<file path="config.mk">
export PLATFORM = sky130hd
export DESIGN_NAME = fetch_sequencer
export DESIGN_NICKNAME = d
export VERILOG_FILES = /design/src/rtl/fetch_sequencer.sv
export SDC_FILE = /design/constraint.sdc
export NUM_CORES = 1
export LEC_CHECK = 0
export ABC_AREA = 1
export CORE_MARGIN = 5
export CORE_UTILIZATION = 45
export DETAILED_ROUTE_END_ITERATION = 12
export GPL_TIMING_DRIVEN = 0
export PLACE_DENSITY = 0.88
export SKIP_CTS_REPAIR_TIMING = 1
export SYNTH_ARGS = -nofsm -noshare
export SYNTH_HDL_FRONTEND = slang
export SYNTH_SLANG_ARGS = --single-unit
export TNS_END_PERCENT = 20
</file>
<file path="constraint.sdc">
create_clock -name clk -period 1.95 [get_ports clk]
set_input_delay 0.4875 -clock clk [delete_from_list [all_inputs] [get_ports clk]]
set_output_delay 0.4875 -clock clk [all_outputs]
set_load 0.01 [all_outputs]
</file>
<file path="src/rtl/fetch_sequencer.sv">
`default_nettype none
// ============================================================================
//  Module   : fetch_sequencer
//  Purpose  : Sequences a 16-bit, N-word synchronous-read instruction memory.
//             Boot-loads a program through a valid/ready stream, then issues a
//             fetch address every cycle and delivers PC/instruction pairs to
//             the IF/ID register. Handles stall, branch redirect with squash,
//             PC wrap-around and a sticky halt opcode.
//  Ports    : clk, rst (async, active-low)
//             load_valid/load_data/load_last -> load_ready   boot-load stream
//             imem_addr/imem_we/imem_wdata, imem_rdata        memory interface
//             stall, branch_taken, branch_target              pipeline control
//             if_pc/if_instr/if_valid                         IF/ID payload
//             halted, fetch_err                               sticky status
//  Revision : 1.0 - initial release
// ============================================================================
module fetch_sequencer #(
    parameter int         N       = 16,
    parameter logic [3:0] HALT_OP = 4'hF
) (
    input  logic        clk,
    input  logic        rst,
    input  logic        load_valid,
    input  logic [15:0] load_data,
    input  logic        load_last,
    output logic        load_ready,
    output logic [15:0] imem_addr,
    output logic        imem_we,
    output logic [15:0] imem_wdata,
    input  logic [15:0] imem_rdata,
    input  logic        stall,
    input  logic        branch_taken,
    input  logic [15:0] branch_target,
    output logic [15:0] if_pc,
    output logic [15:0] if_instr,
    output logic        if_valid,
    output logic        halted,
    output logic        fetch_err
);

    localparam logic [15:0] c_LAST  = 16'(N - 1);
    localparam logic [16:0] c_DEPTH = 17'(N);

    typedef enum logic [1:0] {
        S_LOAD  = 2'd0,
        S_PRIME = 2'd1,
        S_RUN   = 2'd2,
        S_HALT  = 2'd3
    } state_t;

    state_t      r_state;
    state_t      w_next;

    logic [15:0] r_lptr;
    logic [15:0] r_pc;
    logic [15:0] r_issued;      // address whose read data arrives next cycle
    logic [15:0] r_addr_q;      // last driven address, replayed while halted
    logic [15:0] r_if_pc;
    logic [15:0] r_if_instr;
    logic        r_if_valid;
    logic        r_halted;
    logic        r_fetch_err;

    logic        w_accept;
    logic        w_load_ready;
    logic        w_we;
    logic [15:0] w_addr;
    logic [15:0] w_wdata;
    logic        w_tgt_ok;
    logic [15:0] w_tgt;

    function automatic logic [15:0] f_next(input logic [15:0] p);
        return (p == c_LAST) ? 16'd0 : p + 16'd1;
    endfunction

    // Out-of-range redirect targets fall back to address 0.
    assign w_tgt_ok = ({1'b0, branch_target} < c_DEPTH);
    assign w_tgt    = w_tgt_ok ? branch_target : 16'd0;

    always_ff @(posedge clk or negedge rst) begin
        if (!rst) begin
            r_state <= S_LOAD;
        end else begin
            r_state <= w_next;
        end
    end

    always_comb begin
        w_next       = r_state;
        w_accept     = 1'b0;
        w_load_ready = 1'b0;
        w_we         = 1'b0;
        w_addr       = r_addr_q;
        w_wdata      = 16'd0;
        case (r_state)
            S_LOAD: begin
                // Gated by rst so the stream handshake is dead while in reset.
                w_load_ready = rst;
                w_addr       = r_lptr;
                if (load_valid && rst) begin
                    w_accept = 1'b1;
                    w_we     = 1'b1;
                    w_wdata  = load_data;
                    if (load_last || (r_lptr == c_LAST)) begin
                        w_next = S_PRIME;
                    end
                end
            end
            S_PRIME: begin
                w_addr = 16'd0;
                w_next = S_RUN;
            end
            S_RUN: begin
                if (branch_taken) begin
                    w_addr = w_tgt;
                end else if (stall) begin
                    // Re-issue the pending address so its data is still there.
                    w_addr = r_issued;
                end else begin
                    w_addr = r_pc;
                    if (imem_rdata[15:12] == HALT_OP) begin
                        w_next = S_HALT;
                    end
                end
            end
            default: begin
                w_next = S_HALT;
            end
        endcase
    end

    always_ff @(posedge clk or negedge rst) begin
        if (!rst) begin
            r_lptr      <= 16'd0;
            r_pc        <= 16'd0;
            r_issued    <= 16'd0;
            r_addr_q    <= 16'd0;
            r_if_pc     <= 16'd0;
            r_if_instr  <= 16'd0;
            r_if_valid  <= 1'b0;
            r_halted    <= 1'b0;
            r_fetch_err <= 1'b0;
        end else begin
            r_addr_q <= w_addr;
            case (r_state)
                S_LOAD: begin
                    if (w_accept) begin
                        r_lptr <= r_lptr + 16'd1;
                    end
                end
                S_PRIME: begin
                    r_pc     <= f_next(16'd0);
                    r_issued <= 16'd0;
                end
                S_RUN: begin
                    if (branch_taken) begin
                        // Squash the in-flight read; one bubble follows.
                        r_if_valid <= 1'b0;
                        r_issued   <= w_tgt;
                        r_pc       <= f_next(w_tgt);
                        if (!w_tgt_ok) begin
                            r_fetch_err <= 1'b1;
                        end
                    end else if (!stall) begin
                        r_if_instr <= imem_rdata;
                        r_if_pc    <= r_issued;
                        r_if_valid <= 1'b1;
                        r_issued   <= r_pc;
                        r_pc       <= f_next(r_pc);
                        if (imem_rdata[15:12] == HALT_OP) begin
                            r_halted <= 1'b1;
                        end
                    end
                end
                default: begin
                    r_if_valid <= 1'b0;
                end
            endcase
        end
    end

    assign load_ready = w_load_ready;
    assign imem_we    = w_we;
    assign imem_addr  = w_addr;
    assign imem_wdata = w_wdata;
    assign if_pc      = r_if_pc;
    assign if_instr   = r_if_instr;
    assign if_valid   = r_if_valid;
    assign halted     = r_halted;
    assign fetch_err  = r_fetch_err;

endmodule
`default_nettype wire
</file>
# == Word-level counts from Yosys, hierarchy flattened ==
# Cells that the tools add are included.
# W data, S select, Z words.
# totals
wordCells,66
output_inout_bits,69
ff_bits,101
input_bits,54
# op_classes
bitwise_logic,4
reduce_logical,12
n_addsub,3
magnitude_cmp,1
muxes,24
n_eq_ne,12
# ops
operator,n
$mux W16,9
$pmux W16 S2,2
$add A16 B1 Y16 const B,3
$eq A16 B4 Y1 const B,3
$pmux W16 S3,1
$lt A16 B5 Y1 const B,1
$mux W2,5
$ne A2 B2 Y1 const B,5
$pmux W2 S3,1
$reduce_and A2 Y1,3
$reduce_and A3 Y1,2
$mux W1,5
$reduce_and A5 Y1,1
$eq A4 B4 Y1 const B,1
$not A1 Y1,4
$reduce_and A4 Y1,1
$ne A3 B3 Y1 const B,1
$eq A2 B1 Y1 const B,1
$eq A2 B2 Y1 const B,1
$logic_not A2 Y1,1
$pmux W1 S2,1
$reduce_bool A2 Y1,1
$reduce_or A2 Y1,1
$logic_and A1 B1 Y1,1
$logic_or A1 B1 Y1,1

# == Logic depth before layout (Yosys ltp) ==
# Gate-level depths: netlist of run 1.
# logic_depth
ltp_word,6
depth_mapped,12
mapped_depth_nobuf,12

# == Worst setup path before layout of run 1 ==
# OpenSTA, ideal clock, no wires.
# synth_timing
path_type,reg-to-output
start,register r_state[0]
end,output port imem_wdata[10]
setup_slack_ns,-0.094
n_path_buf,3
arrival_time_ns,1.557
required_time_ns,1.462
path_stages_with_launch,8
path_cell_list,dfrtp_1 > inv_1 > ha_1 > buf_4 > inv_4 > clkbuf_1 > clkbuf_1 > nor2_1
# synth_between
elab_chain_len,2
# synth_rtl
element,line_no,rtl
"start, declared",51,state_t r_state;
"start signal, assigned",84,r_state <= w_next;
$logic_not A2 Y1,95,case (r_state)
$mux W16,95,
"end, declared",29,"output logic [15:0] imem_wdata,"
# No other way between the ends.

# == Worst setup path in the final report of run 1 ==
# layout_timing
start,register r_state[0]
end,output port imem_addr[10]
# layout_between
elab_chain_len,2
word_cells_on_any_way,4
cone_classes,eq/ne: 2; mux: 1; reduce/logical: 1
# layout_rtl
element,line_no,rtl
"$eq A2 B2 Y1, or another cell as far along",95,
$pmux W16 S3 (*),95,
"end, declared",27,"output logic [15:0] imem_addr,"
# Every way passes the cells marked *; elsewhere a longest branch is shown, timed or not.

==> results of run 1 <==
[cell usage in the layout (no fill, tap or decap), types with 3 or more instances in the layout]
master and instances:
o21ai_1 3, inv_1 63, o2111ai_1 4, dfrtp_1 99
nand3_1 16, buf_6 10, buf_4 17, dlymetal6s2s_1 12
clkbuf_8 9, xor2_1 12, inv_2 9, o22ai_2 3
buf_2 25, clkbuf_2 14, clkdlybuf4s50_1 75, o21ai_0 37
nor3_2 3, nor2_1 65, clkbuf_1 5, nand4_1 6
nand2_1 167, nor2_4 6, clkbuf_4 3, a21oi_2 12
nor3_1 5, o22ai_4 4, a21oi_1 25, ha_1 8
xnor2_1 5, inv_6 4, nor2_2 7, o21ai_2 4
[flip-flops by register name (all words and copies together) (netlist names)]
name,count
if_instr,16
r_pc,16
r_addr_q,16
r_state,2
r_lptr,16
if_pc,16
if_valid,1
r_issued,16
fetch_err,1
halted,1
[per-stage QoR]
step	area, µm²	util, %	setup WS, ns	instances
after floorplan	5030	-	0.0182	620
final	7070	64.9	-0.639	921
after detailed placement	6440	59.2	-1.35	883
after global routing	7070	64.9	-0.710	921
after global placement	6430	59.0	-5.13	882
after CTS	6620	60.8	-1.35	899
[cell type report]
class                           count  share of cell area (%)
Multi-Input combinational cell    422                    33.9
Timing Repair Buffer              145                    18.9
Clock buffer                       10                    1.81
Clock inverter                      6                   0.726
Buffer                             22                    2.21
Inverter                           75                    4.13
Sequential cell                   101                    35.8
Tap cell                          140                    2.48
[Yosys cell counts]
library cell  count
nor2_4            2
o21ai_2           1
a31oi_1           1
buf_2             5
o32ai_1           1
a21oi_1          37
buf_1             2
buf_4             2
inv_1            68
o21bai_1          1
o21ai_0          41
a31o_2            1
nand2_2           3
nor3_1            5
xnor2_1           5
and2_1            1
o221ai_1          5
nand4_1           6
clkinv_1          1
o22ai_1           9
nor2_2            4
nand2_4           1
xor2_1           12
buf_6             1
ha_1              9
nor3_4            1
clkbuf_1         12
inv_2             5
nand3_1          16
nand3_2           3
inv_4             1
nor3_2            3
nor2_8            1
o21ai_1           3
a211oi_1          1
dfrtp_1         101
nor2_1           72
nor4_1            2
a22oi_1           2
nand2_1         168
o2111ai_1         5
[power breakdown]
part | total, mW | switching, mW | leakage, nW | internal (mW)
sequential | 2.13 | 0.0149 | 1.18 | 2.12
combinational | 0.315 | 0.146 | 2.29 | 0.169
clock | 1.27 | 0.777 | 0.0936 | 0.488
total | 3.71 | 0.937 | 3.56 | 2.78
[final timing paths]
| path | depth (start not counted) | startpoint | slack [ns] | to |
|---|---|---|---|---|
| max | 10 | r_state[0] | -0.64 | imem_addr[10] |
| min | 2 | rst | 0.08 | r_pc[14] |
| max reg2reg | 11 | r_state[0] | -0.07 | r_lptr[15] |
| min reg2reg | 2 | if_instr[4] | 0.48 | if_instr[4] |
| max in group asynchronous | 2 | rst | 1.05 | if_pc[15] |
| min in group clk | 2 | if_instr[4] | 0.48 | if_instr[4] |
[cell families (layout without fill, tap and decap cells)]
| family | count (synthesis) | count (layout) | share of synthesized area [%] |
|---|---|---|---|
| compound gates | 108 | 108 | 12.2 |
| xor+xnor | 17 | 17 | 2.96 |
| fa+ha+maj | 9 | 9 | 2.24 |
| buf+inv | 97 | 258 | 7.72 |
| flops | 101 | 101 | 50.3 |
| simple gates | 288 | 288 | 24.6 |
[layer usage]
metal	part of all wire (%)	track usage (%)	vias up	wire, µm
met3	8.7	4.54	48	1320
met4	3.2	4.87	0	482
li1	-	-	2301	-
met2	47	30.4	262	7140
met1	41	28.5	2376	6250
met5	0	0	-	0
==> flow_metrics.py, run 1 <==
metrics = {
    "floorplan": {
        "initial_core_util_pct": 46.2,
        "die_h_um": 116,
        "fp.dieW_um": 116,
        "die_area_um2": 13400,
        "rows": 38,
        "coreArea_um2": 10900,
        "ios": 123,
    },
    "setup_path": {
        "crit_type": "register to output port",
        "critPathMaxFanout": 5,
        "cp_num_buf_inv": 6,
        "cp-start-kind": "register",
        "slowest_stage": "dfrtp_2",
        "cpLargestDelayFamily": "buffers and inverters",
        "crit_path_frequent_cell": "buf_6",
        "required_ns": 1.46,
        "crit_arrival_ns": 2.10,
        "max_stage_delay_ns": 0.46,
        "path_cells": "inv_4, ha_4, inv_6, nor2_4, buf_6, buf_6, buf_6, o221ai_4, a21oi_2, buf_2",
        "endpoint_kind": "output port",
    },
    "sta": {
        "hold_viol": 0,
        "slew_viol_final": 0,
        "relSlewSlack_pct": 54.9,
        "setup_viol": 36,
        "fin_tns_setup_ns": -12.91,
        "whs_ns": 0.0756,
        "tightest_slew_ns": 0.671,
        "skew_ns": 0.00926,
        "rsz0062_at_grt": "true",
        "max_freq_mhz": 386,
        "fin_crit_sh_pct": 133,
        "final.min_clock_period_ns": 2.59,
        "setup_slack_ns": -0.639,
    },
    "pwr": {
        "p_per_area_nw_per_um2": 526,
        "power_mw": 3.71,
        "peakVddDrop_v": 0.000434,
        "leakage_nw": 3.56,
    },
    "global_route": {
        "antenna_found_initial": 0,
        "grt_pass1_wl_um": 21200,
        "grt_pass1_vias": 4449,
        "grt_max_degree": 60,
        "grt_use_total_pct": 19.7,
        "gr-total-overflow": 0,
    },
    "finish": {
        "antennaDiodeCount": 0,
        "seqCellArea_um2": 2530,
        "nets": 839,
        "num-fill-cells": 834,
        "synthToLayoutAreaGrowth_pct": 40.6,
        "multi_input_area_um2": 2400,
        "drive_gt1_share_pct": 20.7,
    },
    "yosys": {
        "yosysSeqAreaShare_pct": 50.3,
        "synth_top_cell_by_area": "dfrtp_1",
        "ys_types": 41,
        "syn_area_um2": 5020,
        "yosysWarnings": 0,
        "synthCells": 620,
        "synth.area.top_cells": "dfrtp_1 50%, nand2_1 13%, nor2_1 5.4%, inv_1 5.1%, o21ai_0 4.1%",
        "synth_top_area_share_pct": 50.3,
        "syn-num-nets": 683,
        "avgSynthCellArea_um2": 8.10,
        "ys_seq_elements": 101,
    },
    "clocking": {
        "clk_latency_ns": 0.37,
        "clock_tree.buffer_depth": 2,
        "cts-htree-levels": 3,
        "path_clk_slew_ns": 0.10,
        "cts_tree": "yes",
        "numCtsBuffers": 9,
        "root_buffer": "clkbuf_8",
        "clock_sinks": 101,
    },
    "route": {
        "vias_per_cell": 5.41,
        "first_pass_iters": 6,
        "vias": 4987,
        "ant_nets": 0,
        "drc": 0,
        "finalWirelength_um": 15200,
        "routedWlPerCell_um": 16.5,
        "drt-initial-drc-count": 544,
    },
    "placement": {
        "place_congestion": 0.880,
        "place_hpwl_um": 9940,
        "portBuffers": 122,
    },
    "min_path": {
        "hold_class": "primary input to asynchronous set/reset pin",
    },
    "flow_run": {
        "drv_cap": 0,
    },
    "status": {
        "violations": "negative setup slack",
        "status": "complete, but fails checks",
    },
}
(Power assumes the default switching activity.)
==> inputs of run 2 (changes only) <==
--- a/config.mk
+++ b/config.mk
@@ -5,12 +5,14 @@
 export SDC_FILE = /design/constraint.sdc
 export NUM_CORES = 1
 export LEC_CHECK = 0
-export ABC_AREA = 1
+export ABC_AREA = 0
+export CELL_PAD_IN_SITES_DETAIL_PLACEMENT = 1
+export CELL_PAD_IN_SITES_GLOBAL_PLACEMENT = 1
 export CORE_MARGIN = 5
-export CORE_UTILIZATION = 45
+export CORE_UTILIZATION = 34
 export DETAILED_ROUTE_END_ITERATION = 12
 export GPL_TIMING_DRIVEN = 0
-export PLACE_DENSITY = 0.88
+export PLACE_DENSITY = 0.87
 export SKIP_CTS_REPAIR_TIMING = 1
 export SYNTH_ARGS = -nofsm -noshare
 export SYNTH_HDL_FRONTEND = slang
==> constraint.sdc (replaced) <==
create_clock -name clk -period 1.95 [get_ports clk]
set_input_delay 0.4875 -clock clk [delete_from_list [all_inputs] [get_ports clk]]
set_output_delay 0.4875 -clock clk [all_outputs]
set_load 0.005 [all_outputs]
==> flow_metrics.py, run 2 <==
metrics = {
    "sta": {
        "slew_viol_final": 0,
        "tightest_slew_ns": 0.800,
        "setup_viol": 86,
        "relSlewSlack_pct": 46.4,
        "fin_crit_sh_pct": 138,
        "whs_ns": 0.0104,
        "final.min_clock_period_ns": 2.69,
        "rsz0062_at_grt": "true",
        "setup_slack_ns": -0.743,
        "max_freq_mhz": 371,
        "skew_ns": 0.00690,
        "hold_viol": 0,
    },
    "finish": {
        "postLayoutCoreUtil_pct": 52.1,
        "antennaDiodeCount": 0,
        "final_area_um2": 7290,
        "mostFrequentLayoutCell": "dfrtp_1",
        "drive_gt1_share_pct": 33.7,
        "nets": 679,
        "final_cell_mix": "101 x dfrtp_1, 86 x clkdlybuf4s50_1, 49 x mux2_2",
        "synthToLayoutAreaGrowth_pct": 48.8,
        "num-fill-cells": 1512,
    },
    "clocking": {
        "clk_latency_ns": 0.37,
        "path_clk_slew_ns": 0.07,
        "numCtsBuffers": 9,
        "cts_tree": "yes",
        "cts-htree-levels": 3,
        "root_buffer": "clkbuf_16",
        "clock_tree.buffer_depth": 2,
        "clock_sinks": 101,
    },
    "setup_path": {
        "r2r-start": "r_state[0]",
        "worst_r2r_path_depth": 5,
        "required_ns": 1.46,
        "cp_num_buf_inv": 4,
        "slowest_stage": "dfrtp_1",
        "endpoint_kind": "output port",
        "crit_path_frequent_cell": "buf_6",
        "crit_arrival_ns": 2.21,
        "max_stage_delay_ns": 0.45,
        "rrSetupSlack_ns": -0.37,
        "cpLargestDelayFamily": "buffers and inverters",
        "crit_type": "register to output port",
        "timing.rr.end": "if_pc[1]",
        "critPathMaxFanout": 5,
        "cp-start-kind": "register",
        "crit_start": "r_state[0]",
        "path_cells": "inv_2, ha_4, buf_6, and2_4, and4_4, buf_6, nand2_4, a32oi_2, buf_2",
    },
    "yosys": {
        "synth_top_family_by_area": "simple AND/OR/NAND/NOR gates",
        "ys_types": 49,
        "synth-simple-area-share_pct": 17.2,
        "synthMuxAreaShare_pct": 14.1,
        "ys_seq_elements": 101,
        "synth-compound-area-share_pct": 8.45,
        "synth_fa_ha_area_share_pct": 2.30,
        "synth_top_area_share_pct": 51.6,
        "synth_common_cells": "101 x dfrtp_1, 49 x mux2_2, 34 x nand2_1, 29 x nor2_1, 23 x a21oi_1",
        "async_flop_share_pct": 100,
        "synth-edff-count": 0,
        "avgSynthCellArea_um2": 10.8,
        "syn-num-nets": 515,
        "syn_area_um2": 4900,
        "synth_top_cell_by_area": "dfrtp_1",
        "yosysSeqAreaShare_pct": 51.6,
        "synthCells": 452,
        "synth_ff_type": "dfrtp_1",
        "synth.area.top_cells": "dfrtp_1 52%, mux2_2 11%, mux2i_1 2.9%, nand2_1 2.6%, and2_1 2.4%",
        "yosysWarnings": 0,
        "synthXorXnorAreaFrac_pct": 3.40,
        "synth.most_common_cell": "dfrtp_1",
    },
    "pwr": {
        "leakage_nw": 3.29,
        "power_mw": 4.21,
        "peakVddDrop_v": 0.000445,
        "p_per_area_nw_per_um2": 577,
    },
    "placement": {
        "pre_cts_ws_ns": -1.44,
        "placed_cell_area_um2": 6380,
        "place_hpwl_um": 11400,
        "place_congestion": 0.885,
        "portBuffers": 121,
    },
    "route": {
        "vias_per_cell": 5.42,
        "vias": 4345,
        "drt-initial-drc-count": 247,
        "routedWlPerCell_um": 21.6,
        "first_pass_iters": 4,
        "drc": 0,
        "ant_nets": 0,
        "finalWirelength_um": 17300,
    },
    "floorplan": {
        "fp.dieW_um": 130,
        "ios": 123,
        "die_area_um2": 16900,
        "rows": 43,
        "coreArea_um2": 14000,
        "initial_core_util_pct": 35.0,
        "die_h_um": 130,
    },
    "flow_run": {
        "drv_cap": 0,
    },
    "global_route": {
        "gr-total-overflow": 0,
        "grt_max_degree": 67,
        "grt_pass1_vias": 4678,
        "antenna_found_initial": 1,
        "grt_use_total_pct": 18.5,
        "grt_pass1_wl_um": 24500,
    },
    "min_path": {
        "hold_class": "primary input to asynchronous set/reset pin",
    },
    "status": {
        "status": "complete, but fails checks",
        "violations": "negative setup slack",
    },
}
run 2: layout make-up:
cell class / count / area, µm² / area share (%)
Clock buffer: 11 / 243 / 3.33
Inverter: 14 / 52.6 / 0.721
Multi-Input combinational cell: 317 / 2590 / 35.6
Clock inverter: 5 / 58.8 / 0.806
Buffer: 20 / 179 / 2.45
Timing Repair Buffer: 153 / 1410 / 19.4
Tap cell: 180 / 225 / 3.09
Sequential cell: 101 / 2530 / 34.7
run 2: through the flow:
stage          std cells  setup TNS, ns
3_3_place_gp         753        -565.87
6_report             801         -28.46
4_1_cts              770         -66.02
3_5_place_dp         754         -89.71
5_1_grt              801         -36.25
2_1_floorplan        452       -0.00229
run 2: worst max-delay path by stage:
stage / endpoint / cells after the start / slack (ns)
global route: imem_addr[2] / 9 / -0.86
floorplan: imem_addr[5] / 7 / -0.002
detailed placement: imem_wdata[3] / 7 / -1.44
finish: imem_addr[1] / 9 / -0.74
CTS: imem_wdata[3] / 7 / -1.43
global placement: imem_wdata[0] / 6 / -5.19
run 2: cell families after synthesis:
kind of cell,Yosys count
mux,63
xor+xnor,19
fa+ha+maj,9
flops,101
compound gates,69
simple gates,157
buf+inv,34
run 2: layer usage:
metal | vias to the layer above | track usage [%] | wire [µm]
met2 | 148 | 32.2 | 9280
met1 | 2217 | 21.4 | 6460
li1 | 1946 | - | -
met3 | 32 | 7.12 | 1220
met5 | - | 0 | 7
met4 | 2 | 4.40 | 342
run 2: where the power goes:
group          internal, mW  switching, mW  leakage, nW
Sequential             2.09      0.0000781         1.28
Clock                  1.03          0.837        0.142
Combinational         0.139          0.103         1.87
Total                  3.27          0.940         3.29
==> inputs of run 3 (changes only) <==
--- a/config.mk
+++ b/config.mk
@@ -14,6 +14,7 @@
 export GPL_TIMING_DRIVEN = 0
 export PLACE_DENSITY = 0.87
 export SKIP_CTS_REPAIR_TIMING = 1
+export SLEW_MARGIN = 10
 export SYNTH_ARGS = -nofsm -noshare
 export SYNTH_HDL_FRONTEND = slang
 export SYNTH_SLANG_ARGS = --single-unit
==> flow_metrics.py, run 3 (same netlist as run 2, synthesis figures left out) <==
metrics = {
    "pwr": {
        "peakVddDrop_v": 0.000425,
        "power_mw": 4.20,
        "p_per_area_nw_per_um2": 558,
        "clkPwrFrac_pct": 44.1,
        "leakage_nw": 3.35,
        "p_switching_uw": 967,
        "p_int_mw": 3.23,
        "p_comb_share_pct": 6.0,
        "pwr-share-seq_pct": 49.9,
        "swShare_pct": 23.0,
    },
    "setup_path": {
        "worst_r2r_path_depth": 5,
        "endpoint_kind": "output port",
        "path_cells": "buf_4, ha_1, clkbuf_2, a21oi_1, a32oi_2, buf_2",
        "max_stage_delay_ns": 0.45,
        "critPathMaxFanout": 10,
        "worst-path-stages": 6,
        "crit_start": "r_state[0]",
        "timing.rr.end": "if_instr[8]",
        "rrSetupSlack_ns": -0.28,
        "cpLargestDelayFamily": "buffers and inverters",
        "slowest_stage": "dfrtp_2",
        "required_ns": 1.46,
        "r2r-start": "r_state[0]",
        "cp-start-kind": "register",
        "crit_type": "register to output port",
        "cp_num_buf_inv": 3,
        "crit_arrival_ns": 2.22,
        "crit_end": "imem_addr[2]",
    },
    "floorplan": {
        "die_h_um": 130,
        "die_area_um2": 16900,
        "fp.dieW_um": 130,
        "initial_core_util_pct": 35.0,
        "rows": 43,
        "coreArea_um2": 14000,
        "ios": 123,
    },
    "global_route": {
        "gr-usage-met3_pct": 6.30,
        "busiest_layer": "met2",
        "use_met2_pct": 32.3,
        "antenna_found_initial": 0,
        "grtUsageMet1_pct": 21.8,
        "grt_use_total_pct": 18.6,
        "gr-total-overflow": 0,
        "grt_max_degree": 88,
        "grt_pass1_wl_um": 24500,
        "grt_pass1_vias": 4623,
    },
    "sta": {
        "final.min_clock_period_ns": 2.71,
        "fin_tns_setup_ns": -24.76,
        "rsz0062_at_grt": "true",
        "hold_viol": 0,
        "relSlewSlack_pct": 49.5,
        "tightest_slew_ns": 0.754,
        "max_freq_mhz": 369,
        "whs_ns": 0.116,
        "slew_viol_final": 0,
        "setup_viol": 85,
        "setup_slack_ns": -0.760,
        "fin_crit_sh_pct": 139,
        "skew_ns": 0.0125,
    },
    "finish": {
        "mostFrequentLayoutCell": "dfrtp_1",
        "synthToLayoutAreaGrowth_pct": 53.5,
        "drive_gt1_share_pct": 39.7,
        "nets": 691,
        "postLayoutCoreUtil_pct": 53.8,
        "final_cell_mix": "92 x dfrtp_1, 85 x clkdlybuf4s50_1, 49 x mux2_2",
        "antennaDiodeCount": 0,
    },
    "route": {
        "drc": 0,
        "vias_per_cell": 5.47,
        "ant_nets": 0,
        "drt-initial-drc-count": 296,
        "routedWlPerCell_um": 24.0,
        "vias": 4446,
        "first_pass_iters": 4,
        "finalWirelength_um": 19500,
    },
    "clocking": {
        "clock_sinks": 101,
        "path_clk_slew_ns": 0.07,
        "clock_tree.buffer_depth": 2,
        "root_buffer": "clkbuf_16",
        "cts-htree-levels": 3,
        "cts_tree": "yes",
        "numCtsBuffers": 9,
        "clk_latency_ns": 0.37,
    },
    "status": {
        "violations": "negative setup slack",
        "status": "complete, but fails checks",
    },
    "min_path": {
        "hold_class": "primary input to asynchronous set/reset pin",
    },
    "flow_run": {
        "drv_cap": 0,
    },
    "placement": {
        "pre_cts_ws_ns": -1.34,
        "place_hpwl_um": 11400,
        "portBuffers": 121,
        "place_congestion": 0.885,
    },
}
==> run 3: changes by cell type in the layout (fill, tap and decap cells not counted), sizes merged <==
cell and change:
dlymetal6s2s -4, inv -1, clkbuf -14, clkdlybuf4s50 -1, buf +29, clkinv +2, dlygate4sd3 +1
==> run 3: worst min path at each step <==
stage / start / to / slack (ns) / depth (start not counted)
3_5_place_dp: rst / if_pc[11] / 0.33 / 1
4_1_cts: rst / if_pc[11] / -0.05 / 1
6_report: rst / r_issued[4] / 0.12 / 2
2_1_floorplan: rst / fetch_err / 0.19 / 0
5_1_grt: rst / if_pc[15] / 0.12 / 2
3_3_place_gp: fetch_err / fetch_err / 0.44 / 1
==> run 3: power groups by stage <==
stage               Combinational (mW)  Sequential (mW)  Clock (mW)
global placement                 0.187             2.14           0
detailed placement               0.203             2.13           0
CTS                              0.204             2.09        1.85
floorplan                       0.0323             2.14           0
global route                     0.270             2.09        1.95
finish                           0.253             2.09        1.85
==> run 3: metal layers <==
metal  share of wire [%]  routed length [µm]  up-vias
li1                    -                   -     1970
met5                   0                   0        -
met2                  53               10400      183
met1                  35                6820     2242
met4                 4.0                 787        0
met3                 7.5                1460       51
==> run 3: per-stage QoR <==
step	cells	instance area [µm²]
after floorplan	452	4920
after global placement	753	6350
after detailed placement	754	6380
after CTS	770	6680
after global routing	813	7520
final	813	7520
==> run 3: cell type report <==
class / instances / area, µm²
sequential: 101 / 2540
multi-input combinational: 317 / 2670
timing repair buffer: 165 / 1560
fill: 1495 / 6470
clock inverter: 6 / 63.8
tap: 180 / 225
buffer: 20 / 173
inverter: 14 / 60.1
clock buffer: 10 / 229
